File: config.mk
export PLATFORM = sky130hd
export DESIGN_NAME = tx_frame_serializer
export DESIGN_NICKNAME = d
export VERILOG_FILES = /design/src/rtl/tx_frame_serializer.sv
export SDC_FILE = /design/constraint.sdc
export NUM_CORES = 1
export LEC_CHECK = 0
export ABC_AREA = 1
export BUFFER_PORTS_ARGS = -buffer_cell sky130_fd_sc_hd__buf_2
export CELL_PAD_IN_SITES_DETAIL_PLACEMENT = 1
export CELL_PAD_IN_SITES_GLOBAL_PLACEMENT = 2
export CORE_MARGIN = 2
export CORE_UTILIZATION = 30
export DETAILED_ROUTE_END_ITERATION = 16
export HOLD_SLACK_MARGIN = 0.02
export PLACE_DENSITY = 0.77
export SLEW_MARGIN = 20
export SYNTH_ARGS = -nofsm -noshare
export SYNTH_HDL_FRONTEND = slang
export SYNTH_SLANG_ARGS = --single-unit
File: constraint.sdc
create_clock -name CLK -period 1.6 [get_ports CLK]
set_input_delay 0.08 -clock CLK [delete_from_list [all_inputs] [get_ports CLK]]
set_output_delay 0.08 -clock CLK [all_outputs]
set_load 0.02 [all_outputs]
File: src/rtl/tx_frame_serializer.sv
// UART TX data serializer: one-word holding buffer, runtime length and bit order.
// Define TX_SER_PARITY_EN to add the par_type port and a trailing parity bit per word.
module tx_frame_serializer #(
  parameter int DATA_WIDTH = 8,
  parameter int LEN_W      = $clog2(DATA_WIDTH + 1)
) (
  input  logic                  CLK,
  input  logic                  RST,
  input  logic                  ser_en,
  input  logic                  in_valid,
  output logic                  in_ready,
  input  logic [DATA_WIDTH-1:0] in_data,
  input  logic [LEN_W-1:0]      data_len,
  input  logic                  msb_first,
`ifdef TX_SER_PARITY_EN
  input  logic                  par_type,
`endif
  output logic                  ser_data,
  output logic                  ser_active,
  output logic                  ser_done
);

  localparam logic [LEN_W-1:0] MAX_LEN = LEN_W'(DATA_WIDTH);

  typedef enum logic [1:0] {
`ifdef TX_SER_PARITY_EN
    PARITY,
`endif
    IDLE,
    SHIFT
  } state_t;

  state_t state_r, state_nxt;

  logic                  buf_full;
  logic                  buf_full_nxt;
  logic [DATA_WIDTH-1:0] buf_data;
  logic [LEN_W-1:0]      buf_len;
  logic                  buf_msb;

  logic [DATA_WIDTH-1:0] sreg;
  logic [LEN_W-1:0]      cnt;
  logic [LEN_W-1:0]      len_r;
  logic [LEN_W-1:0]      len_m1;
  logic                  msb_r;
  logic                  msb_tap;

  logic accept;
  logic load;
  logic adv;
  logic finish;

`ifdef TX_SER_PARITY_EN
  logic buf_par;
  logic par_r;
`endif

  // Zero and oversize lengths both mean a full-width word.
  function automatic logic [LEN_W-1:0] clamp_len(input logic [LEN_W-1:0] l);
    if (l == '0 || l > MAX_LEN) return MAX_LEN;
    return l;
  endfunction

`ifdef TX_SER_PARITY_EN
  function automatic logic word_parity(input logic [DATA_WIDTH-1:0] d,
                                       input logic [LEN_W-1:0]      l,
                                       input logic                  odd);
    logic p;
    p = odd;
    for (int i = 0; i < DATA_WIDTH; i++)
      if (LEN_W'(i) < l) p = p ^ d[i];
    return p;
  endfunction
`endif

  assign accept       = in_valid & in_ready;
  assign buf_full_nxt = accept ? 1'b1 : (load ? 1'b0 : buf_full);
  assign len_m1       = len_r - LEN_W'(1);

  // MSB-first output tap sits at the top of the active length, not the register.
  always_comb begin
    msb_tap = 1'b0;
    for (int i = 0; i < DATA_WIDTH; i++)
      if (LEN_W'(i) == len_m1) msb_tap = sreg[i];
  end

  always_ff @(posedge CLK or negedge RST) begin
    if (!RST) state_r <= IDLE;
    else      state_r <= state_nxt;
  end

  always_comb begin
    state_nxt = state_r;
    load      = 1'b0;
    adv       = 1'b0;
    finish    = 1'b0;
    case (state_r)
      IDLE: begin
        if (buf_full) begin
          load      = 1'b1;
          state_nxt = SHIFT;
        end
      end
      SHIFT: begin
        if (ser_en) begin
          adv = 1'b1;
          if (cnt == len_m1) begin
`ifdef TX_SER_PARITY_EN
            state_nxt = PARITY;
`else
            finish = 1'b1;
`endif
          end
        end
      end
`ifdef TX_SER_PARITY_EN
      PARITY: begin
        if (ser_en) finish = 1'b1;
      end
`endif
      default: state_nxt = IDLE;
    endcase
    // A waiting word is chained on the completing edge so frames abut.
    if (finish) begin
      if (buf_full) begin
        load      = 1'b1;
        state_nxt = SHIFT;
      end else begin
        state_nxt = IDLE;
      end
    end
  end

  always_comb begin
    ser_data = 1'b1;
    case (state_r)
      SHIFT:   ser_data = msb_r ? msb_tap : sreg[0];
`ifdef TX_SER_PARITY_EN
      PARITY:  ser_data = par_r;
`endif
      default: ser_data = 1'b1;
    endcase
  end

  always_ff @(posedge CLK or negedge RST) begin
    if (!RST) begin
      buf_full   <= 1'b0;
      in_ready   <= 1'b1;
      buf_data   <= '0;
      buf_len    <= MAX_LEN;
      buf_msb    <= 1'b0;
      sreg       <= '0;
      cnt        <= '0;
      len_r      <= MAX_LEN;
      msb_r      <= 1'b0;
      ser_active <= 1'b0;
      ser_done   <= 1'b0;
`ifdef TX_SER_PARITY_EN
      buf_par    <= 1'b0;
      par_r      <= 1'b0;
`endif
    end else begin
      buf_full   <= buf_full_nxt;
      in_ready   <= ~buf_full_nxt;
      ser_active <= (state_nxt != IDLE);
      ser_done   <= finish;
      if (accept) begin
        buf_data <= in_data;
        buf_len  <= clamp_len(data_len);
        buf_msb  <= msb_first;
`ifdef TX_SER_PARITY_EN
        buf_par  <= word_parity(in_data, clamp_len(data_len), par_type);
`endif
      end
      if (load) begin
        sreg  <= buf_data;
        cnt   <= '0;
        len_r <= buf_len;
        msb_r <= buf_msb;
`ifdef TX_SER_PARITY_EN
        par_r <= buf_par;
`endif
      end else if (adv) begin
        sreg <= msb_r ? (sreg << 1) : (sreg >> 1);
        cnt  <= cnt + LEN_W'(1);
      end
    end
  end

endmodule

==> results of run 1 <==
-- how the worst max path moves through the flow --
| stage | start | end | slack, ps | depth (start not counted) |
|---|---|---|---|---|
| 4_1_cts | len_r[0] | ser_data | -150 | 11 |
| 2_1_floorplan | len_r[0] | sreg[4] | -30 | 13 |
| 6_report | len_r[0] | sreg[7] | -170 | 11 |
| 3_5_place_dp | len_r[1] | in_ready | -130 | 10 |
| 3_3_place_gp | len_r[1] | in_ready | -90 | 10 |
| 5_1_grt | len_r[0] | sreg[0] | -270 | 13 |
-- metrics by stage --
stage               total power, W  instances  hold WS (ps)  area, um^2  setup TNS (ps)
finish                     0.00465        368          47.0        2630           -2280
CTS                        0.00435        366          40.8        2480           -1350
detailed placement         0.00339        344           165        2150           -1250
global route               0.00507        368          66.9        2630           -4110
global placement           0.00333        344           150        2150            -594
floorplan                  0.00278        240          -216        1890            -185
-- registers in the layout, summed over array words and instances, names as in the netlist --
register and cells:
buf_data 8, ser_done 1, msb_r 1, in_ready 1, len_r 4, ser_active 1
sreg 8, cnt 4, buf_msb 1, state_r 2, buf_full 1, buf_len 4
-- area by class of cell --
| type | count | area (um^2) | share of cell area |
|---|---|---|---|
| repair buffers | 49 | 369 | 0.140 |
| clock buffers | 6 | 82.6 | 0.0314 |
| multi-input cells | 166 | 1040 | 0.393 |
| clock inverters | 2 | 15.0 | 0.00570 |
| well taps | 75 | 93.8 | 0.0356 |
| inverters | 34 | 133 | 0.0504 |
| flip-flops and latches | 36 | 905 | 0.343 |
-- synth_stat cells, drive strengths merged (4+ instances only) --
master  number  area share
nand3       20       0.056
nand4        4       0.013
nor2        11       0.023
buf          6       0.026
nand2       86        0.18
a21oi        7       0.019
dfrtp       33        0.44
inv         33       0.066
o21ai       17       0.045
ha           5       0.033
o211ai       6       0.024
-- worst min-delay path, stage by stage --
cell and delay, ps:
buf_2 90, inv_1 50, o21ai_0 80
-- power by group --
| part | leakage [nW] | total (W) | switching, W | internal (W) |
|---|---|---|---|---|
| registers | 0.447 | 0.00168 | 0.000356 | 0.00132 |
| clock network | 0.0434 | 0.000692 | 0.000344 | 0.000348 |
| logic | 0.810 | 0.00229 | 0.00137 | 0.000920 |
-- logic make-up after synthesis --
group,after synthesis
compound gates,33
buf+inv,41
fa+ha+maj,5
xor+xnor,3
other cells,1
flops,36
simple gates,121
-- per-layer routing --
layer  track usage  vias to the layer above  part of all wire
li1              -                      866                 -
met1         0.207                      833              0.46
met2         0.260                       24              0.50
met3        0.0268                        7             0.018
met4        0.0537                        0             0.016
met5             0                        -                 0
-- repair_timing --
| item | 4_1_cts | 5_1_grt |
|---|---|---|
| hold endpoints to repair | 43 | 0 |
| setup buffers | 1 | 0 |
| pin swaps | 7 | 19 |
| endpoints found under the setup margin | 20 | 23 |
| hold buffers | 12 | 0 |
| resized for setup | 21 | 43 |
| cloned | 1 | 2 |
-- layout by cell type (no fill, tap or decap), types with 2 or more instances in the layout --
| master | instances |
|---|---|
| o22ai_1 | 2 |
| dlygate4sd3_1 | 12 |
| dfstp_2 | 3 |
| o21ai_1 | 2 |
| nand2_2 | 15 |
| nor2_4 | 2 |
| inv_4 | 2 |
| buf_2 | 19 |
| nor2_2 | 4 |
| clkinvlp_4 | 2 |
| buf_4 | 13 |
| nand2_8 | 2 |
| nand3_1 | 17 |
| a21oi_2 | 4 |
| nand4_1 | 4 |
| clkbuf_8 | 6 |
| nor2_1 | 5 |
| inv_1 | 26 |
| dfrtp_1 | 33 |
| ha_4 | 4 |
| o211ai_1 | 6 |
| nand2_1 | 65 |
| inv_2 | 5 |
| nand3_2 | 2 |
| a21oi_1 | 3 |
| nand2_4 | 7 |
| buf_6 | 5 |
| xor2_1 | 3 |
| o21ai_0 | 13 |
==> impl_metrics.toml, run 1 <==
[run_status]
status = "finished with violations"
violations = "negative setup slack"

[clocking]
clk_latency_ps = 290
ctsLongestPathBuffers = 2
cts_tree = "yes"
h-tree-depth = 2
numCtsBuffers = 5
cts.sinks = 36
path_clk_slew_ps = 80
clock_tree.root_cell = "clkbuf_8"

[floorplanning]
die_width_um = 83.1
core_um2 = 5990
die_h_um = 83.1
die-area_um2 = 6900
initial_utilization = 0.313
ioPinCount = 21
num_rows = 28

[yosys]
synth-simple-area-share = 0.273
yosys_most_used_dff = "dfrtp_1"
ys_seq_area_frac = 0.482
synthAdderAreaFrac = 0.0334
muxShareOfSynthArea = 0
synth.cell_area_um2 = 1880
synth_xor_area_frac = 0.0140
syn_avg_cell_area_um2 = 7.81
async_flop_share = 1.00
synth_top_family_by_area = "simple AND/OR/NAND/NOR gates"
synth-edff-count = 0
synth_seq_cells = 36
synth_fp_nets = 262
synth_compound_area_frac = 0.0994
synth_cell_types = 24
synth_cells = 240
yosysWarnings = 0

[critical_path]
r2r_slack_ps = -170
crit_family = "simple AND/OR/NAND/NOR gates"
critical_path_class = "reg -> reg"
cp.buffers_inverters = 3
r2r_cells = 11
cpPeakStageDelay_ps = 390
crit_path_end_kind = "flop"
worstSetupStartpointType = "flop"
required_ps = 1770
reg2reg_to = "sreg[7]"
crit_slowest_cell = "dfrtp_1"
cp_max_fo = 4
critPathArrivalTime_ps = 1940
r2r-start = "len_r[0]"
path_cells = "inv_2, ha_4, inv_2, nand2_1, nand2_1, nand3_1, nor2_4, nand3_4, buf_6, nand4_1, nand3_1"

[place]
place_congestion = 0.765
hpwl_um = 3480
dp_slack_ps = -126
port_buffers = 20

[power_and_ir_drop]
peakVddDrop_uv = 740
cellPowerDensity_nw_per_um2 = 1770
leakagePower_nw = 1.30

[timing]
setup_viol = 20
drv_slew = 0
setup_ws_ps = -174
period_needed_ps = 1770
period_share = 1.11
slew_headroom = 0.645
fmax_mhz = 564
fin_skew_ps = 5.44
rsz0062_at_grt = "true"
tightestPinTransition_ps = 532
hold_viol = 0

[global_route]
grt_max_degree = 37
grt_pass1_wl_um = 8710
antenna_found_initial = 0
track_usage = 0.157
grt-ovfl-total = 0
grt_pass1_vias = 1769

[cells_and_area]
nets = 314
layout-drive-gt1-share = 0.338
finish.utilization = 0.440
antennaDiodeCount = 0
fillers = 724
area_delta_synth_final_pct = 40.4

[job]
drv_cap = 0

[routing]
dr.pass1.iters = 4
drcViolationCount = 0
wl_per_cell_um = 14.3
routed_wl_um = 5260
first_iter_violations = 92
viasPerCell = 4.70
postRouteAntennaNets = 0
vias = 1730

[worst_hold_path]
min_delay_path_depth = 3
min_to = "buf_len[1]"
hold_path.startpoint = "data_len[1]"
hold_class = "in -> reg"
(Power assumes the default switching activity.)
==> run 2: changes to the inputs <==
--- a/config.mk
+++ b/config.mk
@@ -14,4 +14,5 @@
 export DETAILED_ROUTE_END_ITERATION = 16
 export HOLD_SLACK_MARGIN = 0.02
+export MAX_ROUTING_LAYER = met4
 export PLACE_DENSITY = 0.77
 export SLEW_MARGIN = 20
==> constraint.sdc (replaced) <==
create_clock -name CLK -period 1.6 [get_ports CLK]
set_input_delay 0.08 -clock CLK [delete_from_list [all_inputs] [get_ports CLK]]
set_output_delay 0.08 -clock CLK [all_outputs]
set_load 0.05 [all_outputs]
==> run 2 against run 1 <==
  * The run still ends with negative setup slack left
  * Clock skew hardly changed
  * Core utilization decreased by 0.84 points
  * Final cell count is 0.27% higher
  * Count of clock-buffer cells in the layout is the same
  * Register-to-register slack better by 60 ps
  * Combinational power decreased by 2%
==> impl_metrics.toml, run 2 (same netlist as run 1, synthesis figures left out) <==
[run_status]
status = "finished with violations"
violations = "negative setup slack"

[place]
place_congestion = 0.789
hpwl_um = 3620
numPlacedInstances = 347
port_buffers = 20

[critical_path]
crit_path_end_kind = "output port"
startpoint = "len_r[0]"
critPathArrivalTime_ps = 1660
r2r-start = "len_r[0]"
crit_family = "buffers and inverters"
cp.buffers_inverters = 4
worstSetupStartpointType = "flop"
cp_max_fo = 3
critical_path_class = "reg -> out"
crit_slowest_cell = "dfrtp_1"
required_ps = 1520
cpPeakStageDelay_ps = 400
path_cells = "inv_2, ha_4, inv_2, buf_6, a21oi_2, o21ai_1, nand2_1, nor2_2, o21ai_1, nand2_1, buf_6"

[timing]
setup_viol = 19
setup_ws_ps = -143
rsz0062_at_grt = "true"
finalHoldWorstSlack_ps = 41.1
period_share = 1.09
hold_viol = 0
fin_skew_ps = 5.81
fmax_mhz = 574
drv_slew = 0
period_needed_ps = 1740

[cells_and_area]
reg.largest.list = "buf_data (8), sreg (8)"
final_common_cell = "nand2_1"
fin_cells = 369
nets = 315
area_delta_synth_final_pct = 37.8
fillers = 732
final_cell_mix = "72 x nand2_1, 33 x dfrtp_1, 26 x inv_1"
antennaDiodeCount = 0
layout-drive-gt1-share = 0.313

[floorplanning]
die-area_um2 = 6900
die_width_um = 83.1
initial_utilization = 0.313
core_um2 = 5990
num_rows = 28
ioPinCount = 21
die_h_um = 83.1

[global_route]
grt_max_degree = 17
grt-ovfl-total = 0
grt_pass1_wl_um = 9110
track_usage = 0.168
grt_pass1_vias = 1880
antenna_found_initial = 0

[clocking]
numCtsBuffers = 5
clk_latency_ps = 290
path_clk_slew_ps = 80
cts_tree = "yes"
clock_tree.root_cell = "clkbuf_8"
h-tree-depth = 2
ctsLongestPathBuffers = 2
cts.sinks = 36

[job]
drv_cap = 0

[worst_hold_path]
hold_path.startpoint = "data_len[2]"
hold_class = "in -> reg"

[routing]
dr.pass1.iters = 4
routed_wl_um = 4990
vias = 1727
drcViolationCount = 0
wl_per_cell_um = 13.5
first_iter_violations = 30
postRouteAntennaNets = 0
viasPerCell = 4.68

[power_and_ir_drop]
peakVddDrop_uv = 783
leakagePower_nw = 1.28
cellPowerDensity_nw_per_um2 = 1770
-- run 2: cell count changes in the layout (fill, tap and decap cells not counted), sizes merged --
cell	change
buf	+2
dlygate4sd3	-1
-- run 2: final timing paths --
path | end | slack, ps | cells past startpoint
worst max-delay path | ser_data | -140 | 11
worst max register to register | sreg[7] | -110 | 12
worst min register to register | buf_msb | 480 | 2
worst min-delay path | buf_len[3] | 40 | 4
max in group asynchronous | buf_len[3] | 830 | 3
min in group asynchronous | ser_active | 210 | 2
-- run 2: worst reg2reg max path, delay by kind of cell, from the launching register on --
kind | cells | cell delay [ps]
simple gates | 8 | 720
flops | 1 | 400
buf+inv | 3 | 330
fa+ha+maj | 1 | 150
-- run 2: metrics by stage --
step / util / power, W / area (um^2) / setup TNS (ps) / setup WS (ps)
finish: 0.431 / 0.00458 / 2580 / -1450 / -143
global route: 0.431 / 0.00505 / 2580 / -5140 / -300
CTS: 0.428 / 0.00457 / 2560 / -2250 / -164
detailed placement: 0.363 / 0.00349 / 2170 / -1650 / -136
global placement: 0.363 / 0.00343 / 2170 / -695 / -83.5
floorplan: - / 0.00285 / 1890 / -185 / -32.0
-- run 2: metal layers --
metal	GRT usage	vias up	part of all wire	wire [um]
met5	-	-	0	0
met4	0.0596	0	0.020	99
met3	0.0258	8	0.019	94
met2	0.273	21	0.49	2440
met1	0.214	834	0.47	2360
li1	-	864	-	-
-- run 2: final cells by class --
class | count | area [um^2] | area share
Sequential cell | 36 | 905 | 0.350
Tap cell | 75 | 93.8 | 0.0363
Timing Repair Buffer | 50 | 378 | 0.146
Multi-Input combinational cell | 166 | 980 | 0.379
Inverter | 34 | 130 | 0.0504
Clock buffer | 6 | 82.6 | 0.0320
Clock inverter | 2 | 15.0 | 0.00581
-- run 2: where the power goes --
group	total [W]	switching [W]	internal, W
clock	0.000686	0.000337	0.000348
combinational	0.00225	0.00135	0.000897
sequential	0.00164	0.000320	0.00132
-- run 2: timing repair --
item | 4_1_cts | 5_1_grt
endpoints found under the hold margin | 44 | 0
buffers inserted | 0 | 0
gates resized for setup | 46 | 6
endpoints found under the setup margin | 20 | 22
pin swaps | 17 | 5
hold buffers | 11 | 0
gates cloned | 3 | 0
